File: config.mk
export PLATFORM = sky130hd
export DESIGN_NAME = seg7_display_ctrl
export DESIGN_NICKNAME = d
export VERILOG_FILES = /design/src/rtl/seg7_display_ctrl.sv
export SDC_FILE = /design/constraint.sdc
export NUM_CORES = 1
export LEC_CHECK = 0
export CAP_MARGIN = 5
export CORE_AREA = 2 2 107 161
export DETAILED_ROUTE_END_ITERATION = 10
export DIE_AREA = 0 0 109 163
export PLACE_DENSITY = 0.78
export SYNTH_ARGS = -nofsm -noshare
export SYNTH_HDL_FRONTEND = slang
export SYNTH_SLANG_ARGS = --single-unit
File: constraint.sdc
create_clock -name clk_i -period 6.55 [get_ports clk_i]
set_input_delay 1.31 -clock clk_i [delete_from_list [all_inputs] [get_ports clk_i]]
set_output_delay 1.31 -clock clk_i [all_outputs]
set_load 0.05 [all_outputs]
File: src/rtl/seg7_display_ctrl.sv
// Multi-digit 7-segment controller: latched nibbles, blank/blink masks, leading-zero suppression.
// Optional time-multiplexed scan bus is compiled in when SEG7_SCAN_EN is defined.
module seg7_display_ctrl #(
  parameter int NUM_DIGITS = 8,
  parameter int BLINK_DIV  = 25000000,
  parameter int SCAN_DIV   = 50000
) (
  input  logic                    clk_i,
  input  logic                    rst_ni,
  input  logic                    load_i,
  input  logic [4*NUM_DIGITS-1:0] value_i,
  input  logic [NUM_DIGITS-1:0]   blank_mask_i,
  input  logic [NUM_DIGITS-1:0]   blink_mask_i,
  input  logic                    lz_en_i,
  output logic [7*NUM_DIGITS-1:0] hex_o,
  output logic [6:0]              scan_seg_o,
  output logic [NUM_DIGITS-1:0]   scan_an_o,
  output logic                    blink_phase_o
);

  localparam int BlinkW = $clog2(BLINK_DIV);

  if (NUM_DIGITS < 1 || NUM_DIGITS > 8 || BLINK_DIV < 2 || SCAN_DIV < 2) begin : gParamCheck
    $error("seg7_display_ctrl: illegal parameter value");
  end

  logic [4*NUM_DIGITS-1:0] value_q;
  logic [NUM_DIGITS-1:0]   blank_q;
  logic [NUM_DIGITS-1:0]   blink_q;
  logic                    lz_q;
  logic                    valid_q;
  logic [BlinkW-1:0]       blinkCnt_q;
  logic [BlinkW-1:0]       blinkCnt_d;
  logic                    blinkPhase_q;
  logic                    blinkPhase_d;
  logic                    blinkWrap;
  logic [7*NUM_DIGITS-1:0] hexSeg;

  function automatic logic [6:0] decodeNibble(input logic [3:0] nib);
    logic [6:0] seg;
    case (nib)
      4'h0: seg = 7'h40;
      4'h1: seg = 7'h79;
      4'h2: seg = 7'h24;
      4'h3: seg = 7'h30;
      4'h4: seg = 7'h19;
      4'h5: seg = 7'h12;
      4'h6: seg = 7'h02;
      4'h7: seg = 7'h58;
      4'h8: seg = 7'h00;
      4'h9: seg = 7'h18;
      4'hA: seg = 7'h08;
      4'hB: seg = 7'h03;
      4'hC: seg = 7'h46;
      4'hD: seg = 7'h21;
      4'hE: seg = 7'h06;
      default: seg = 7'h0E;
    endcase
    return seg;
  endfunction

  always_comb begin
    blinkWrap    = (blinkCnt_q == BlinkW'(BLINK_DIV - 1));
    blinkCnt_d   = blinkWrap ? '0 : blinkCnt_q + 1'b1;
    blinkPhase_d = blinkPhase_q ^ blinkWrap;
  end

  // The blink counter free-runs; load_i never disturbs it.
  always_ff @(posedge clk_i) begin
    if (!rst_ni) begin
      value_q      <= '0;
      blank_q      <= '0;
      blink_q      <= '0;
      lz_q         <= 1'b0;
      valid_q      <= 1'b0;
      blinkCnt_q   <= '0;
      blinkPhase_q <= 1'b0;
    end else begin
      if (load_i) begin
        value_q <= value_i;
        blank_q <= blank_mask_i;
        blink_q <= blink_mask_i;
        lz_q    <= lz_en_i;
        valid_q <= 1'b1;
      end
      blinkCnt_q   <= blinkCnt_d;
      blinkPhase_q <= blinkPhase_d;
    end
  end

  // Walk from the top digit down so upperZero covers nibbles k..NUM_DIGITS-1;
  // it looks only at nibble values, never at the blank mask.
  always_comb begin
    logic upperZero;
    logic digitBlank;
    upperZero  = 1'b1;
    digitBlank = 1'b0;
    hexSeg     = '0;
    for (int k = NUM_DIGITS - 1; k >= 0; k--) begin
      upperZero  = upperZero && (value_q[4*k +: 4] == 4'h0);
      digitBlank = !valid_q || blank_q[k] || (blink_q[k] && blinkPhase_q) ||
                   (lz_q && (k > 0) && upperZero);
      hexSeg[7*k +: 7] = digitBlank ? 7'h7F : decodeNibble(value_q[4*k +: 4]);
    end
  end

  assign hex_o         = hexSeg;
  assign blink_phase_o = blinkPhase_q;

`ifdef SEG7_SCAN_EN
  localparam int ScanW = $clog2(SCAN_DIV);
  localparam int IdxW  = (NUM_DIGITS > 1) ? $clog2(NUM_DIGITS) : 1;

  logic [ScanW-1:0] scanCnt_q;
  logic [IdxW-1:0]  scanIdx_q;
  logic             scanWrap;

  assign scanWrap = (scanCnt_q == ScanW'(SCAN_DIV - 1));

  always_ff @(posedge clk_i) begin
    if (!rst_ni) begin
      scanCnt_q <= '0;
      scanIdx_q <= '0;
    end else begin
      scanCnt_q <= scanWrap ? '0 : scanCnt_q + 1'b1;
      if (scanWrap) begin
        scanIdx_q <= (scanIdx_q == IdxW'(NUM_DIGITS - 1)) ? '0 : scanIdx_q + 1'b1;
      end
    end
  end

  always_comb begin
    scan_seg_o = 7'h7F;
    scan_an_o  = '1;
    for (int k = 0; k < NUM_DIGITS; k++) begin
      if (scanIdx_q == IdxW'(k)) begin
        scan_seg_o   = hexSeg[7*k +: 7];
        scan_an_o[k] = 1'b0;
      end
    end
  end
`else
  assign scan_seg_o = 7'h7F;
  assign scan_an_o  = '1;
`endif

endmodule

==> results of run 1 <==
## area by class of cell
type	count	area (µm²)	area share, %
clock inverter	12	153	1.75
multi-input combinational	577	3890	44.5
timing repair buffer	110	1090	12.4
tap	210	263	3.01
clock buffer	20	467	5.34
inverter	62	233	2.66
sequential	132	2640	30.2
antenna	1	2.50	0.0286
## metrics by stage
step | instance area, µm² | hold slack (ns) | util [%] | power [W]
finish | 8740 | 0.439 | 53.1 | 0.00234
global route | 8740 | 0.459 | 53.1 | 0.00243
CTS | 8740 | 0.438 | 53.1 | 0.00235
detailed placement | 8120 | 0.431 | 49.3 | 0.00136
global placement | 8120 | 0.422 | 49.3 | 0.00136
floorplan | 7020 | 0.413 | - | 0.00122
## kinds of logic (layout without fill, tap and decap cells)
kind of cell / Yosys count / after routing
adder cells (fa/ha/maj): 41 / 41
multiplexers: 65 / 65
XOR/XNOR: 19 / 19
buffers and inverters: 104 / 204
other: 1 / 16
AO/OA/AOI/OAI: 140 / 140
AND/OR/NAND/NOR: 297 / 297
flip-flops: 132 / 132
## where the power goes
part,switching [W],internal (W),total [W]
Combinational,0.000293,0.000175,0.000468
Clock,0.000365,0.000628,0.000993
Sequential,0.0000236,0.000857,0.000881
Total,0.000681,0.00166,0.00234
## critical path: stages (launching register included)
cell                              delay, ns
sky130_fd_sc_hd__dfxtp_1               0.31
sky130_fd_sc_hd__nor4_1                0.64
sky130_fd_sc_hd__nand4_1               0.30
sky130_fd_sc_hd__o31ai_2               0.51
sky130_fd_sc_hd__or2_1                 0.18
sky130_fd_sc_hd__clkdlybuf4s50_1       0.80
## synthesized netlist by cell type (all sizes together), types with 6 or more instances
cell type	instances
a21oi	37
and4	6
or2	28
mux2	24
nand4	12
nor4	7
o211ai	8
xor2	9
nand2	40
xnor2	10
a21o	8
o2bb2ai	8
nor3	32
or4	10
o31ai	9
dfxtp	132
nor2	56
a211o	9
o211a	8
mux2i	41
nand2b	22
ha	41
nand3	71
clkbuf	12
a22o	8
o21ai	39
buf	30
inv	61
## layer usage
| layer | track usage (%) | up-vias | routed length, µm |
|---|---|---|---|
| met5 | 0 | - | 0 |
| met4 | 14.5 | 0 | 1150 |
| met3 | 4.12 | 66 | 848 |
| met2 | 38.4 | 213 | 9600 |
| met1 | 19.1 | 2884 | 6220 |
| li1 | - | 2978 | - |
## final timing paths
kind / cells past startpoint / to / from / slack, ns
worst min register to register: 1 / blinkCnt_q[0] / blinkCnt_q[0] / 0.44
worst max register to register: 4 / blinkCnt_q[4] / blinkCnt_q[2] / 4.40
worst max-delay path: 5 / hex_o[22] / value_q[24] / 2.08
worst min-delay path: 1 / blinkCnt_q[0] / blinkCnt_q[0] / 0.44
## cells in the final DEF, fill, tap and decap left out, types with 9 or more instances in the layout
cell type and count:
sky130_fd_sc_hd__a211o_1 9, sky130_fd_sc_hd__a21oi_1 37, sky130_fd_sc_hd__clkbuf_16 17, sky130_fd_sc_hd__clkdlybuf4s50_1 106, sky130_fd_sc_hd__conb_1 15, sky130_fd_sc_hd__dfxtp_1 132, sky130_fd_sc_hd__ha_1 41, sky130_fd_sc_hd__inv_1 49
sky130_fd_sc_hd__inv_2 12, sky130_fd_sc_hd__mux2_2 22, sky130_fd_sc_hd__mux2i_1 41, sky130_fd_sc_hd__nand2_1 40, sky130_fd_sc_hd__nand2b_1 22, sky130_fd_sc_hd__nand3_1 71, sky130_fd_sc_hd__nand4_1 10, sky130_fd_sc_hd__nor2_1 56
sky130_fd_sc_hd__nor3_1 32, sky130_fd_sc_hd__o21ai_0 29, sky130_fd_sc_hd__o21ai_1 9, sky130_fd_sc_hd__or2_2 21, sky130_fd_sc_hd__or4_1 10, sky130_fd_sc_hd__xnor2_1 10, sky130_fd_sc_hd__xor2_1 9
==> results.md, run 1 <==
Outcome:
- The flow ran to the end, and the final reports show no timing, DRC or antenna violations.

Run:
- The number of maximum-capacitance constraint violations is 0.

STA:
- The ratio of final minimum period to clock period is 68.2%.
- Setup slack closes at 2.08 ns.
- The worst-case headroom to the max-slew limit is 32.4%.
- The count of final max-slew check failures is 0.
- The upper clock frequency limit is 224 MHz.
- The final period demand of the worst path is 4.47 ns.
- Between clock sinks in the finished design, the worst skew comes to 0.00704 ns.
- Setup violations remaining at the end of the flow were counted as 0.
- Setup repair after global routing left no endpoint under its margin.
- The final setup TNS is 0 ns.
- The pin slew with the least headroom to its limit is 1.01 ns.
- The count of final hold-check violations is 0.

Placement:
- In this run, placement finished with an instance count of 1091.
- The HPWL reported at the end of detailed placement is 13000 µm.
- The worst-case setup slack after placement is 2.53 ns.
- The quantity of I/O buffers inserted on ports is 108.
- The final RePlAce weighted congestion is 0.894.

Clock tree:
- The number of buffers created by CTS is 17.
- The CTS root buffer is sky130_fd_sc_hd__clkbuf_16.
- The clock transition at the registers of the reported paths is 0.06 ns.
- Counting every sink on the clock net gives 132.
- The depth of the CTS H-tree is 4.
- Once the clock tree was built, the setup fixing pass inserted 0 buffers.
- The latest clock arrival within the worst-skew pair is 0.42 ns.
- The number of buffers on the longest clock path is 2.
- TritonCTS built the clock tree.
- The number of buffers added to fix hold violations after cts is 0.
- After clock tree synthesis, the repair step resized 0 gates.

Setup path:
- At the worst endpoint, the arrival time is 3.16 ns.
- The critical path data required time is 5.24 ns.
- The worst setup path is launched from a register.
- Of all nets on the critical path, the largest fanout is 7.
- The kind of critical path is reg2out.
- STA classifies the critical path endpoint as an output port.

Floorplanning:
- In this run the count of I/O pins placed on the die edge is 124.
- The vertical die dimension is 163 µm.
- The die covers 17800 µm².
- The initial utilization of the core area, before any placement, comes to 42.3%.
- The area of the core is 16500 µm².
- The floorplan has 58 rows.
- Measured along the x axis, the die boundary spans 109 µm.

Yosys:
- The average instance in the mapped netlist occupies 8.72 µm².
- In this run, synthesis inferred 0 flip-flops with an integrated enable.
- In the synthesized netlist the async set-or-reset flop fraction comes to 0%.
- Among all flip-flop cells after synthesis, the most frequent one is sky130_fd_sc_hd__dfxtp_1.
- The synthesized design spends more area on one cell type than any other, namely sky130_fd_sc_hd__dfxtp_1.
- After synthesis, the largest family of logic cells by area is simple AND/OR/NAND/NOR gates.
- The top cell type by area accounts for 37.9% of the synthesized area.
- The cell area after synthesis is 6960 µm².
- The count of warnings emitted by yosys is 0.
- The synthesized netlist devotes 2.39% of its cell area to XOR and XNOR gates.
- By area the synthesized netlist is led by sky130_fd_sc_hd__dfxtp_1, sky130_fd_sc_hd__ha_1, sky130_fd_sc_hd__mux2i_1.
- The number of synthesized register bits is 132.
- The post-synthesis cell type count is 48.
- After Yosys synthesis, full adders, half adders and majority gates account for 7.37% of the synthesized area.
- Multiplexer cells account for 9.77% of the synthesized area.
- Summing the areas of all and, or, nand and nor instances in the mapped netlist gives 22.3% of the synthesized area.
- The cell count after synthesis is 799.
- The complex-gate fraction of the synthesized area is 13.3%.
- Of the synthesized area, sequential elements account for 37.9%.

Final layout:
- In the final design database the tool counted 993 nets.
- The growth of design area from synthesis to finish is 25.5%.
- The share of final-layout standard cells stronger than drive strength 1 is 10.6%.
- The number of filler instances in the final layout is 1518.
- The post-layout instance count excluding filler cells is 1124.

Worst hold path:
- The class of the most critical hold timing path is reg2reg.

Drt:
- The initial detailed-routing violation count is 280.
- In the routed layout, each cell is associated on average with a via count of 5.46.
- The first detailed-routing pass ran for 5 iterations.
- The final route contains 6141 vias.
- After detailed routing, the average wire length per cell comes to 15.8 µm.
- The post-route DRC violation count is 0.
- The overall routed net length is 17800 µm.
- In this run the remaining antenna-violating nets after routing total 0.

Global route:
- The initial antenna violation count is 1.
- Summed over all layers, the global routing overflow is 0.
- The via count of the first global-routing pass came to 5961.
- The first global-routing pass estimated 28200 µm of wire.
- The largest net degree at the start of global routing is 67.
- Global routing used 20.5% of the available tracks.

Power and ir drop:
- Power spread over the standard cell area amounts to 268 nW/µm².
- The worst-case IR drop observed on VDD is 0.151 mV.
- The leakage power figure is 3.79 nW.
Note: power is estimated with default switching activity, not from simulation.
==> run 2, diff against run 1 <==
--- a/config.mk
+++ b/config.mk
@@ -9,7 +9,7 @@
 export CORE_AREA = 2 2 107 161
 export DETAILED_ROUTE_END_ITERATION = 10
 export DIE_AREA = 0 0 109 163
-export PLACE_DENSITY = 0.78
+export PLACE_DENSITY = 0.8
 export SYNTH_ARGS = -nofsm -noshare
 export SYNTH_HDL_FRONTEND = slang
 export SYNTH_SLANG_ARGS = --single-unit
==> constraint.sdc (replaced) <==
create_clock -name clk_i -period 3.9 [get_ports clk_i]
set_input_delay 0.78 -clock clk_i [delete_from_list [all_inputs] [get_ports clk_i]]
set_output_delay 0.78 -clock clk_i [all_outputs]
set_load 0.05 [all_outputs]
==> results.md, run 2 (synthesis results as in run 1) <==
Clock tree:
- The number of buffers added to fix hold violations after cts was 0 (unchanged).
- The count of clock tree sinks is 132 (unchanged).
- The number of buffers on the longest clock path is 2 (unchanged).
- The clock tree from TritonCTS is done (unchanged).
- The CTS root buffer was sky130_fd_sc_hd__clkbuf_16 (unchanged).
- The number of buffers created by CTS is 17 (unchanged).
- The depth of the CTS H-tree is 4 (unchanged).
- The clock transition at the registers of the reported paths was 0.06 ns (about the same).
- The latest clock arrival within the worst-skew pair is 0.42 ns (about the same).

Floorplanning:
- The die width is 109 µm (unchanged).
- The area of the core is 16500 µm² (unchanged).
- The starting density of the core is 42.3% (unchanged).
- The count of pins on the block boundary is 124 (unchanged).
- The area of the die was 17800 µm² (unchanged).
- The number of standard-cell rows in the floorplan is 58 (unchanged).
- The vertical die dimension is 163 µm (unchanged).

Setup path:
- The element type at the critical path end is an output port (unchanged).
- The worst setup path startpoint is value_q[31] (was value_q[24]).
- The kind of critical path is reg2out (unchanged).
- The slowest cell on the critical path is sky130_fd_sc_hd__clkdlybuf4s50_1 (unchanged).
- The reg-to-reg endpoint is blinkCnt_q[9] (was blinkCnt_q[4]).
- The count of cell instances traversed by the critical path came to 5 (unchanged).
- The internal reg-to-reg setup slack came to 1.69 ns (was 4.40 ns).
- The critical path data required time is 3.12 ns (was 5.24 ns).
- Critical-path cell list: nor4_2, and4_1, nand4_1, nand3_1, clkdlybuf4s50_1 (was nor4_1, nand4_1, o31ai_2, or2_1, clkdlybuf4s50_1).
- The kind of cell adding the most delay to the critical path is simple AND/OR/NAND/NOR gates (unchanged).
- The maximum cell stage delay along the critical path came to 0.83 ns (was 0.80 ns).
- The largest driver fanout on the critical path is 7 (unchanged).
- The startpoint class of the critical path is a register (unchanged).
- The critical path data arrival time is 2.97 ns (was 3.16 ns).
- The launch point of the worst reg-to-reg path was blinkCnt_q[2] (unchanged).
- The cell count of the worst reg-to-reg path was 4 (unchanged).
- The count of buffer and inverter cells on the critical path is 1 (unchanged).
- The critical path capture point was hex_o[18] (was hex_o[22]).

Final layout:
- The most common library cell in the layout ignoring fill and taps is sky130_fd_sc_hd__dfxtp_1 (unchanged).
- The area of all placed cells without fillers is 8810 µm² (was 8740 µm²).
- The share of final-layout standard cells stronger than drive strength 1 came to 10.9% (was 10.6%).
- The growth of design area from synthesis to finish is 26.4% (was 25.5%).
- The number of nets in the layout is 998 (was 993).
- Leading cell types in the layout, fill and taps excluded: sky130_fd_sc_hd__dfxtp_1, sky130_fd_sc_hd__clkdlybuf4s50_1, sky130_fd_sc_hd__nand3_1 (unchanged).

STA:
- Setup repair after global routing missed its margin: no (unchanged).
- The count of final hold-check violations is 0 (unchanged).
- The upper clock frequency limit is 267 MHz.
- The final setup TNS came to 0 ns (unchanged).
- The pin slew with the least headroom to its limit is 1.06 ns (was 1.01 ns).
- The final count of negative-setup-slack endpoints is 0 (unchanged).
- The count of final max-slew check failures came to 0 (unchanged).
- Dividing the final minimum period by the clock period gives 96.1%.
- The final period demand of the worst path is 3.75 ns.
- The clock skew after layout is 0.0214 ns (was 0.00704 ns).
- The worst-case headroom to the max-slew limit was 29.6% (was 32.4%).

Power and ir drop:
- The largest vdd supply drop is 0.275 mV (was 0.151 mV).
- The overall power of the completed layout is 0.00396 W (was 0.00234 W).
- The leakage power figure is 3.83 nW (was 3.79 nW).
- The power density over cell area is 450 nW/µm² (was 268 nW/µm²).

Drt:
- The initial detailed-routing violation count came to 258 (was 280).
- The via-per-instance ratio is 5.44 (was 5.46).
- The remaining number of nets flagged by the antenna check after routing was 0 (unchanged).
- The overall routed net length is 17100 µm (was 17800 µm).
- The via count was 6145 (was 6141).
- The number of iterations in the first detailed-routing pass came to 5 (unchanged).
- The per-cell routed wire length was 15.1 µm (was 15.8 µm).
- The post-route DRC violation count is 0 (unchanged).

Global route:
- The largest net degree at the start of global routing is 49 (was 67).
- The initial antenna violation count came to 2 (was 1).
- The total routing usage reported by global routing is 19.2% (was 20.5%).
- The global-route wire length before repair came to 26700 µm (was 28200 µm).
- The total overflow reported by the global router is 0 (unchanged).
- The via count of the first global-routing pass was 5800 (was 5961).

Worst hold path:
- The class of the most critical hold timing path was reg2reg (unchanged).

Placement:
- The total cell area at the placement stage was 8160 µm² (was 8120 µm²).
- The quantity of I/O buffers inserted on ports is 108 (unchanged).
- The HPWL reported at the end of detailed placement is 12500 µm (was 13000 µm).
- The final RePlAce weighted congestion is 0.923 (was 0.894).

Outcome:
- Result of the run: finished, final reports clean (unchanged).

Run:
- The number of maximum-capacitance constraint violations is 0 (unchanged).
## run 2: changes by cell type in the layout (fill, tap and decap cells not counted), sizes merged
cell | previous run | this run
clkbuf | 20 | 21
inv | 62 | 61
clkinvlp | 4 | 1
clkinv | 5 | 6
diode | 1 | 2
bufinv | 3 | 5
buf | 4 | 9
## run 2: power by group
group | switching [W] | leakage [nW] | internal (W)
sequential | 0.0000358 | 1.09 | 0.00144
combinational | 0.000493 | 2.44 | 0.000298
clock | 0.000567 | 0.305 | 0.00113
## run 2: layer usage
layer | share of wire [%] | vias to the layer above | GRT usage (%)
met2 | 53 | 200 | 35.6
li1 | - | 3003 | -
met5 | 0 | - | 0
met4 | 6.4 | 0 | 14.8
met1 | 36 | 2875 | 18.0
met3 | 4.0 | 67 | 3.68
## run 2: layout make-up
class	count	area, µm²
Fill cell	1460	7670
Multi-Input combinational cell	577	3910
Sequential cell	132	2640
Timing Repair Buffer	115	1130
Clock buffer	21	440
Tap cell	210	263
Inverter	62	233
Clock inverter	11	183
Antenna cell	2	5.00
## run 2: worst reg2reg max path, cell delays in order (launching register included)
cell and delay (ns):
sky130_fd_sc_hd__dfxtp_1 0.39, sky130_fd_sc_hd__and4_1 0.46, sky130_fd_sc_hd__nand4_1 0.22, sky130_fd_sc_hd__o21ai_2 0.86, sky130_fd_sc_hd__nor2_1 0.12
## run 2: worst min path at each step
stage	startpoint	endpoint	slack (ns)	cells after the start
global route	blinkCnt_q[0]	blinkCnt_q[0]	0.48	1
finish	blinkCnt_q[0]	blinkCnt_q[0]	0.44	1
global placement	blinkCnt_q[0]	blinkCnt_q[0]	0.42	1
detailed placement	blinkCnt_q[0]	blinkCnt_q[0]	0.44	1
floorplan	blinkCnt_q[0]	blinkCnt_q[0]	0.41	1
CTS	blinkCnt_q[0]	blinkCnt_q[0]	0.44	1
## run 2: metrics by stage
step	hold WS [ns]	worst slack, ns	instances	util (%)
after floorplan	0.413	1.22	813	-
after global placement	0.422	0.525	1096	49.5
after detailed placement	0.436	0.521	1096	49.5
after CTS	0.443	0.0674	1128	53.3
after global routing	0.479	0.0280	1130	53.5
final	0.441	0.151	1130	53.5
## run 2: what timing repair did
| action | CTS | global route |
|---|---|---|
| gates resized for setup | 0 | 3 |
| endpoints found under the setup margin | 0 | 21 |
| buffers inserted | 0 | 0 |
